--- src/rtl/topk_block_select.sv ---
// Streaming top-K selector: keeps the K best (score, block index) pairs, then writes their indices by rank.
// Latency: start at edge 0 with continuous valid -> done in cycle N + k_eff + 1 (cycle 1 when N == 0).
// Backpressure: score_ready is high for every COLLECT cycle, one beat per cycle; no beat is taken in any other state.
// Ports: clk/rst (async active-high); start, num_blocks, k_sel launch a run; score_valid/score_ready/score_data
// carry one score per block; idx_wen/idx_waddr/idx_wdata write the index RAM; sel_count, busy, done report status.
module topk_block_select #(
    parameter int K       = 4,
    parameter int SCORE_W = 16
) (
    input  logic               clk,
    input  logic               rst,
    input  logic               start,
    input  logic [15:0]        num_blocks,
    input  logic [3:0]         k_sel,
    input  logic               score_valid,
    output logic               score_ready,
    input  logic [SCORE_W-1:0] score_data,
    output logic               idx_wen,
    output logic [15:0]        idx_waddr,
    output logic [15:0]        idx_wdata,
    output logic [3:0]         sel_count,
    output logic               busy,
    output logic               done
);
    typedef enum logic [1:0] {IDLE, COLLECT, FLUSH, DONE} state_t;

    state_t             state_q, state_d;
    logic [15:0]        n_q, n_d;
    logic [15:0]        blk_cnt_q, blk_cnt_d;
    logic [3:0]         k_eff_q, k_eff_d;
    logic [3:0]         rank_q, rank_d;
    logic [3:0]         sel_count_q, sel_count_d;
    logic [SCORE_W-1:0] score_q [K];
    logic [SCORE_W-1:0] score_d [K];
    logic [15:0]        idx_q   [K];
    logic [15:0]        idx_d   [K];
    logic [K-1:0]       vld_q, vld_d;

    // Insertion helpers: ge[i] means slot i outranks the incoming beat (ties keep the older entry on top).
    logic [K-1:0]       ge;
    logic [K:0]         ge_ext;
    logic [SCORE_W-1:0] sh_score [K];
    logic [15:0]        sh_idx   [K];
    logic [K-1:0]       sh_vld;
    logic [3:0]         k_clamp;
    logic [3:0]         k_eff_new;

    always_comb begin
        k_clamp   = (k_sel == 4'd0 || k_sel > 4'(K)) ? 4'(K) : k_sel;
        k_eff_new = ({12'd0, k_clamp} > num_blocks) ? num_blocks[3:0] : k_clamp;
    end

    // The list stays sorted with valid entries packed at the front, so ge is a run of ones
    // and the new beat lands at the first slot that does not outrank it.
    always_comb begin
        for (int i = 0; i < K; i++) begin
            ge[i] = vld_q[i] && (score_q[i] >= score_data);
        end
        ge_ext      = {ge, 1'b1};
        sh_score[0] = score_data;
        sh_idx[0]   = blk_cnt_q;
        sh_vld[0]   = 1'b1;
        for (int i = 1; i < K; i++) begin
            sh_score[i] = score_q[i-1];
            sh_idx[i]   = idx_q[i-1];
            sh_vld[i]   = vld_q[i-1];
        end
    end

    always_comb begin
        state_d     = state_q;
        n_d         = n_q;
        blk_cnt_d   = blk_cnt_q;
        k_eff_d     = k_eff_q;
        rank_d      = rank_q;
        sel_count_d = sel_count_q;
        score_d     = score_q;
        idx_d       = idx_q;
        vld_d       = vld_q;
        score_ready = 1'b0;
        idx_wen     = 1'b0;
        idx_waddr   = 16'd0;
        idx_wdata   = 16'd0;
        done        = 1'b0;
        busy        = 1'b0;

        case (state_q)
            IDLE: begin
                if (start) begin
                    n_d         = num_blocks;
                    k_eff_d     = k_eff_new;
                    blk_cnt_d   = 16'd0;
                    rank_d      = 4'd0;
                    vld_d       = '0;
                    sel_count_d = 4'd0;
                    state_d     = (num_blocks == 16'd0) ? DONE : COLLECT;
                end
            end
            COLLECT: begin
                busy        = 1'b1;
                score_ready = 1'b1;
                if (score_valid) begin
                    // Slots at or beyond k_eff are never filled, so the entry shifted out of
                    // slot k_eff-1 (or a beat below every kept entry) simply disappears.
                    for (int i = 0; i < K; i++) begin
                        if (4'(i) < k_eff_q && !ge[i]) begin
                            if (ge_ext[i]) begin
                                score_d[i] = score_data;
                                idx_d[i]   = blk_cnt_q;
                                vld_d[i]   = 1'b1;
                            end else begin
                                score_d[i] = sh_score[i];
                                idx_d[i]   = sh_idx[i];
                                vld_d[i]   = sh_vld[i];
                            end
                        end
                    end
                    blk_cnt_d = blk_cnt_q + 16'd1;
                    if (blk_cnt_q == n_q - 16'd1) begin
                        state_d = FLUSH;
                    end
                end
            end
            FLUSH: begin
                busy      = 1'b1;
                idx_wen   = 1'b1;
                idx_waddr = {12'd0, rank_q};
                for (int i = 0; i < K; i++) begin
                    if (rank_q == 4'(i)) begin
                        idx_wdata = idx_q[i];
                    end
                end
                rank_d = rank_q + 4'd1;
                if (rank_q == k_eff_q - 4'd1) begin
                    sel_count_d = k_eff_q;
                    state_d     = DONE;
                end
            end
            DONE: begin
                done    = 1'b1;
                state_d = IDLE;
            end
            default: state_d = IDLE;
        endcase
    end

    assign sel_count = sel_count_q;

    always_ff @(posedge clk or posedge rst) begin
        if (rst) begin
            state_q     <= IDLE;
            n_q         <= 16'd0;
            blk_cnt_q   <= 16'd0;
            k_eff_q     <= 4'd0;
            rank_q      <= 4'd0;
            sel_count_q <= 4'd0;
            vld_q       <= '0;
            for (int i = 0; i < K; i++) begin
                score_q[i] <= '0;
                idx_q[i]   <= 16'd0;
            end
        end else begin
            state_q     <= state_d;
            n_q         <= n_d;
            blk_cnt_q   <= blk_cnt_d;
            k_eff_q     <= k_eff_d;
            rank_q      <= rank_d;
            sel_count_q <= sel_count_d;
            vld_q       <= vld_d;
            score_q     <= score_d;
            idx_q       <= idx_d;
        end
    end
endmodule

--- config.mk ---
export PLATFORM = sky130hd
export DESIGN_NAME = topk_block_select
export DESIGN_NICKNAME = d
export VERILOG_FILES = /design/src/rtl/topk_block_select.sv
export SDC_FILE = /design/constraint.sdc
export NUM_CORES = 1
export LEC_CHECK = 0
export ABC_AREA = 1
export ABC_CLOCK_PERIOD_IN_PS = 9000
export CORE_ASPECT_RATIO = 0.8
export CORE_MARGIN = 3
export CORE_UTILIZATION = 30
export CTS_CLUSTER_SIZE = 20
export DETAILED_ROUTE_END_ITERATION = 6
export PLACE_DENSITY = 0.57
export SYNTH_ARGS = -nofsm -noshare
export SYNTH_HDL_FRONTEND = slang
export SYNTH_SLANG_ARGS = --single-unit
--- constraint.sdc ---
create_clock -name clk -period 9 [get_ports clk]
set_clock_uncertainty 0.2 [all_clocks]
set_input_delay 1.8 -clock clk [delete_from_list [all_inputs] [get_ports clk]]
set_output_delay 1.8 -clock clk [all_outputs]
set_load 0.05 [all_outputs]
==> run_results.csv, run 1 <==
group,metric,value,unit
sta,setup_viol,0,
yosys,avgSynthCellArea,7.394,um^2
place,pre_cts_ws,3.495,ns
clock_network,numCtsBuffers,17,
place,dpl-instance-area,12310,um^2
grt,grt_pass1_wl,51940,um
final_layout,area_growth,13.12,%
setup_path,required,7.00,ns
yosys,synth_adder_area_share,9.138,%
floorplanning,initial_utilization,30.55,%
sta,clock.fmax,0.1669,GHz
setup_path,arrival,3.99,ns
final_layout,design_area,12860,um^2
floorplanning,coreArea,37210,um^2
grt,overflow,0,
yosys,yosys.area_share.simple,28.27,%
floorplanning,rows,63,
clock_network,clockBufferDepth,2,
power,finalPower,0.003618,W
power,cellLeakagePower,6.171,nW
final_layout,drive_above_1_share,4.692,%
yosys,synth_edf_count,0,
yosys,synth_top_family_by_area,"simple AND/OR/NAND/NOR gates",
yosys,synth_seq_cells,178,
floorplanning,dieArea,40270,um^2
clock_network,path_clk_slew,0.07,ns
clock_network,cts_resized,0,
power,power-per-cell-area,281.4,nW/um^2
routing,vias,10030,
routing,totalWireLength,31800,um
clock_network,clock_latency,0.44,ns
sta,worst_pin_slew,1.049,ns
floorplanning,pin_count,80,
floorplanning,die_width,223.6,um
yosys,syn-instance-count,1537,
setup_path,cp-end-kind,"output pin",
setup_path,worstRegToRegCells,8,
routing,remaining_drc_errors,0,
routing,viasPerCell,4.859,
routing,drt_first_pass_iters,5,
final_layout,finalNetCount,1689,
yosys,seq_area_frac_synth,39.19,%
place,io_buffers,67,
grt,track_usage,15.85,%
place,dp_hpwl,21690,um
worst_hold_path,hp-class,"reg -> reg",
clock_network,cts_root_buf,"clkbuf_16",
place,place_congestion,0.8178,
sta,rsz0062_at_grt,"false",
yosys,synthXorXnorAreaFrac,1.585,%
routing,routedWlPerCell,15.41,um
sta,hold_viol,0,
clock_network,htreeDepth,4,
yosys,synth.cell_area,11360,um^2
grt,grt_max_degree,109,
yosys,synth_common_cells,"591 x nand2_1, 178 x dfrtp_1, 167 x o21ai_0",
setup_path,crit_fanout,17,
job,cap_violations,0,
status,status,"finished, final reports clean",
clock_network,post_cts_buffers,0,
routing,final_antenna_net_count,0,
yosys,yosys_most_used_dff,"dfrtp_1",
yosys,synthTopCellsByArea,"dfrtp_1 39%, nand2_1 20%, ha_1 9.1%",
clock_network,holdBufCountCts,0,
grt,grt_pass1_vias,9402,
yosys,synth_top_cell_by_area,"dfrtp_1",
sta,tns,0,ns
sta,slew_headroom,30.08,%
floorplanning,die_y,180.1,um
sta,worst_slack,3.007,ns
worst_hold_path,hold_depth,2,
power,ir_drop,152.4,uV
routing,dr.first_iter.drc_count,746,
yosys,synthArstFlopShare,100.0,%
setup_path,crit_type,"reg -> out",
final_layout,diodes,0,
yosys,synth_cell_type_count,43,
grt,antenna_found_initial,0,
clock_network,tritoncts_num_sinks,178,
sta,drv_slew,0,
yosys,yosysMostFrequentCell,"nand2_1",
setup_path,cp-start-kind,"flip-flop",
yosys,synth_mux_area_share,0,%
sta,final.min_clock_period,5.993,ns
sta,fin_hold_ws,0.2728,ns
clock_network,cts_tree,"built",
yosys,synth_warnings,0,
yosys,synth_compound_area_share,13.86,%
sta,fin_crit_sh,66.58,%
yosys,synth_top_area_share,39.19,%
[critical path: stages (launching register included)]
cell and delay (ns):
dfrtp_1 0.45, inv_1 0.14, ha_1 0.16, clkinv_1 0.47
nor2_2 0.83, nand2_1 0.11, nand3_1 0.10, o211ai_1 0.08
a21oi_1 0.33, clkdlybuf4s50_1 0.88
[report_power, final]
group / leakage [nW] / switching (W) / internal, W
logic: 3.53 / 0.00107 / 0.000539
registers: 2.37 / 0.000231 / 0.00106
clock network: 0.266 / 0.000333 / 0.000388
[final cells by class]
cell class	instances	area (um^2)
clock buffer	19	442.9
clock inverter	11	103.9
fill	3904	24350
inverter	115	436.7
multi-input combinational	1177	6063
sequential	178	4454
tap	487	609.3
timing repair buffer	77	745.7
[final timing paths]
check / start / end / slack, ns
min in group asynchronous: rst / rank_q[0] / 1.81
worst max-delay path: rank_q[1] / idx_wdata[15] / 3.01
worst max register to register: state_q[1] / idx_q[29] / 5.69
worst min-delay path: idx_q[11] / idx_q[11] / 0.27
max in group asynchronous: rst / score_q[34] / 5.24
worst min register to register: idx_q[11] / idx_q[11] / 0.27
[cells in the final DEF (no fill, tap or decap), types with 3 or more instances in the layout]
cell type,count
nand2_1,588
dfrtp_1,178
o21ai_0,167
inv_1,110
ha_1,83
a21oi_1,68
clkdlybuf4s50_1,67
nor2_1,51
nand3_1,48
o21ai_1,24
nand4_1,23
o211ai_1,18
clkbuf_16,17
conb_1,13
xor2_1,11
buf_4,10
nor3_1,9
xnor2_1,7
nand3b_1,7
o31ai_1,7
nor2_4,7
nand2_2,6
nor2_2,6
o22ai_1,5
o21a_1,4
nor4_1,4
inv_6,4
nor4_2,3
inv_2,3
nand3_2,3
nor3b_1,3
clkinv_2,3
[routing by layer]
layer  vias to the layer above  wire (um)  GRT usage (%)
li1                       5062          -              -
met1                      4704      16700          24.60
met2                       241      13300          23.13
met3                        23       1499          2.492
met4                         0        306          3.223
met5                         -          0              0
[kinds of logic (layout without fill, tap and decap cells)]
kind of cell,count (synthesis),count (layout)
AOI/OAI and AO/OA,297,297
DFF,178,178
other,1,13
adders and majority gates,83,83
buffers and inverters,194,222
and+or+nand+nor,765,765
xor gates and xnor gates,19,19
[sequential cells by signal (all words and copies together), names as in the netlist, 4 cells and up]
name	flops
sel_count	4
blk_cnt_q	16
vld_q	4
n_q	16
idx_q	64
score_q	64
k_eff_q	4
rank_q	4
[stage by stage]
| step | std cells | util, % |
|---|---|---|
| floorplan | 1549 | - |
| global placement | 2034 | 33.08 |
| detailed placement | 2034 | 33.08 |
| CTS | 2064 | 34.55 |
| global route | 2064 | 34.55 |
| finish | 2064 | 34.55 |
Note: power is estimated with default switching activity, not from simulation.
==> run 2, diff against run 1 <==
--- a/config.mk
+++ b/config.mk
@@ -6,13 +6,13 @@
 export NUM_CORES = 1
 export LEC_CHECK = 0
 export ABC_AREA = 1
-export ABC_CLOCK_PERIOD_IN_PS = 9000
+export ABC_CLOCK_PERIOD_IN_PS = 5500
 export CORE_ASPECT_RATIO = 0.8
 export CORE_MARGIN = 3
 export CORE_UTILIZATION = 30
 export CTS_CLUSTER_SIZE = 20
 export DETAILED_ROUTE_END_ITERATION = 6
-export PLACE_DENSITY = 0.57
+export PLACE_DENSITY = 0.59
 export SYNTH_ARGS = -nofsm -noshare
 export SYNTH_HDL_FRONTEND = slang
 export SYNTH_SLANG_ARGS = --single-unit
==> constraint.sdc (replaced) <==
create_clock -name clk -period 5.5 [get_ports clk]
set_clock_uncertainty 0.2 [all_clocks]
set_input_delay 1.1 -clock clk [delete_from_list [all_inputs] [get_ports clk]]
set_output_delay 1.1 -clock clk [all_outputs]
set_load 0.05 [all_outputs]
==> run_results.csv, run 2 (synthesis gave the netlist of run 1 again) <==
group,metric,value,unit
floorplanning,rows,63,
place,place_congestion,0.8073,
clock_network,cts_tree,"built",
worst_hold_path,hold_depth,2,
grt,grt_max_degree,179,
power,cellLeakagePower,6.200,nW
worst_hold_path,hp-start,"idx_q[9]",
final_layout,final_cell_mix,"588 x nand2_1, 178 x dfrtp_1, 167 x o21ai_0",
worst_hold_path,min_to,"idx_q[9]",
clock_network,path_clk_slew,0.07,ns
setup_path,cp-end-kind,"output pin",
clock_network,post_cts_buffers,0,
clock_network,htreeDepth,4,
floorplanning,initial_utilization,30.55,%
job,cap_violations,0,
final_layout,layout_commonest_cell,"nand2_1",
setup_path,crit_type,"reg -> out",
sta,tns,0,ns
grt,grt_pass1_vias,9509,
clock_network,clockBufferDepth,2,
power,power-per-cell-area,464.8,nW/um^2
routing,remaining_drc_errors,0,
routing,dr.first_iter.drc_count,741,
setup_path,r2r-end,"idx_q[29]",
floorplanning,coreArea,37210,um^2
sta,setup_viol,0,
sta,final.min_clock_period,5.042,ns
routing,viasPerCell,4.823,
grt,overflow,0,
sta,drv_slew,0,
floorplanning,die_y,180.1,um
final_layout,top_regs,"idx_q: 64 flops, score_q: 64 flops",
worst_hold_path,hp-class,"reg -> reg",
place,dp_hpwl,21390,um
routing,drt_first_pass_iters,5,
place,dpl-instance-area,12340,um^2
routing,final_antenna_net_count,0,
sta,worst_pin_slew,1.089,ns
setup_path,worstRegToRegCells,7,
place,io_buffers,67,
final_layout,area_growth,13.84,%
status,status,"finished, final reports clean",
setup_path,cp-start-kind,"flip-flop",
setup_path,required,4.20,ns
power,ir_drop,177.8,uV
final_layout,drive_above_1_share,5.057,%
sta,hold_viol,0,
floorplanning,die_width,223.6,um
setup_path,crit_family,"buffers and inverters",
setup_path,crit_fanout,17,
routing,vias,9983,
setup_path,r2r_start,"state_q[1]",
setup_path,slowest_stage,"clkdlybuf4s50_1",
setup_path,critPathMaxStageDelay,0.86,ns
routing,totalWireLength,30760,um
final_layout,design_area,12940,um^2
final_layout,finalNetCount,1692,
sta,clock.fmax,0.1983,GHz
floorplanning,dieArea,40270,um^2
setup_path,cp.depth,10,
grt,grt_pass1_wl,50870,um
sta,rsz0062_at_grt,"false",
clock_network,numCtsBuffers,17,
setup_path,arrival,3.74,ns
clock_network,cts_resized,0,
clock_network,tritoncts_num_sinks,178,
clock_network,cts_root_buf,"clkbuf_16",
routing,routedWlPerCell,14.86,um
clock_network,clock_latency,0.45,ns
grt,track_usage,15.54,%
grt,antenna_found_initial,0,
final_layout,num-fill-cells,3940,
sta,fin_crit_sh,91.67,%
setup_path,rrSetupSlack,1.68,ns
floorplanning,pin_count,80,
sta,slew_headroom,27.22,%
clock_network,holdBufCountCts,0,
setup_path,worst-path-buf-inv,4,
setup_path,path_cells,"inv_1 > ha_1 > clkinv_1 > nor2_2 > buf_4 > nand2_1 > nand3_1 > o211ai_1 > a21oi_1 > clkdlybuf4s50_1",
## run 2: metrics by stage
step	hold WS, ns	std cells	worst slack, ns	utilization [%]	total power (W)
finish	0.2730	2070	0.4581	34.77	0.006014
detailed placement	0.2583	2037	0.5998	33.18	0.004764
floorplan	0.2422	1549	1.895	-	0.004065
global placement	0.2542	2037	0.5907	33.18	0.004701
CTS	0.2766	2069	0.4662	34.77	0.006056
global route	0.2823	2069	0.2919	34.77	0.006565
## run 2: area by class of cell
type                            instances  area, um^2  share of cell area, %
Timing Repair Buffer                   80       780.7                  6.035
Clock buffer                           18       439.2                  3.395
Inverter                              115       435.4                  3.366
Clock inverter                         14       152.6                  1.180
Tap cell                              487       609.3                  4.710
Antenna cell                            1       2.502                0.01934
Multi-Input combinational cell       1177        6063                  46.87
Sequential cell                       178        4454                  34.43
## run 2: how the worst max path moves through the flow
stage,start,endpoint
floorplan,state_q[0],idx_wdata[0]
global placement,score_data[9],idx_q[29]
detailed placement,score_data[9],idx_q[29]
CTS,rank_q[1],idx_wdata[1]
global route,rank_q[1],idx_wdata[11]
finish,rank_q[1],idx_wdata[11]
## run 2: worst min-delay path, cell delays in order, from the launching register on
cell,delay [ns]
dfrtp_1,0.35
nand2_1,0.05
nand2_1,0.04
## run 2: report_power, final
part,switching [W],internal (W)
combinational,0.00177,0.000890
clock,0.000574,0.000687
sequential,0.000360,0.00173
## run 2: metal layers
metal,share of wire [%],up-vias,track usage [%]
li1,-,5053,-
met1,51,4719,23.27
met2,43,184,23.01
met3,4.4,27,3.078
met4,1.3,0,3.606
met5,0,-,0
==> run 3, diff against run 2 <==
--- a/config.mk
+++ b/config.mk
@@ -12,6 +12,7 @@
 export CORE_UTILIZATION = 30
 export CTS_CLUSTER_SIZE = 20
 export DETAILED_ROUTE_END_ITERATION = 6
+export GPL_ROUTABILITY_DRIVEN = 0
 export PLACE_DENSITY = 0.59
 export SYNTH_ARGS = -nofsm -noshare
 export SYNTH_HDL_FRONTEND = slang
==> results of run 3 <==
The final DEF is identical to that of run 2; final timing and power are the same.
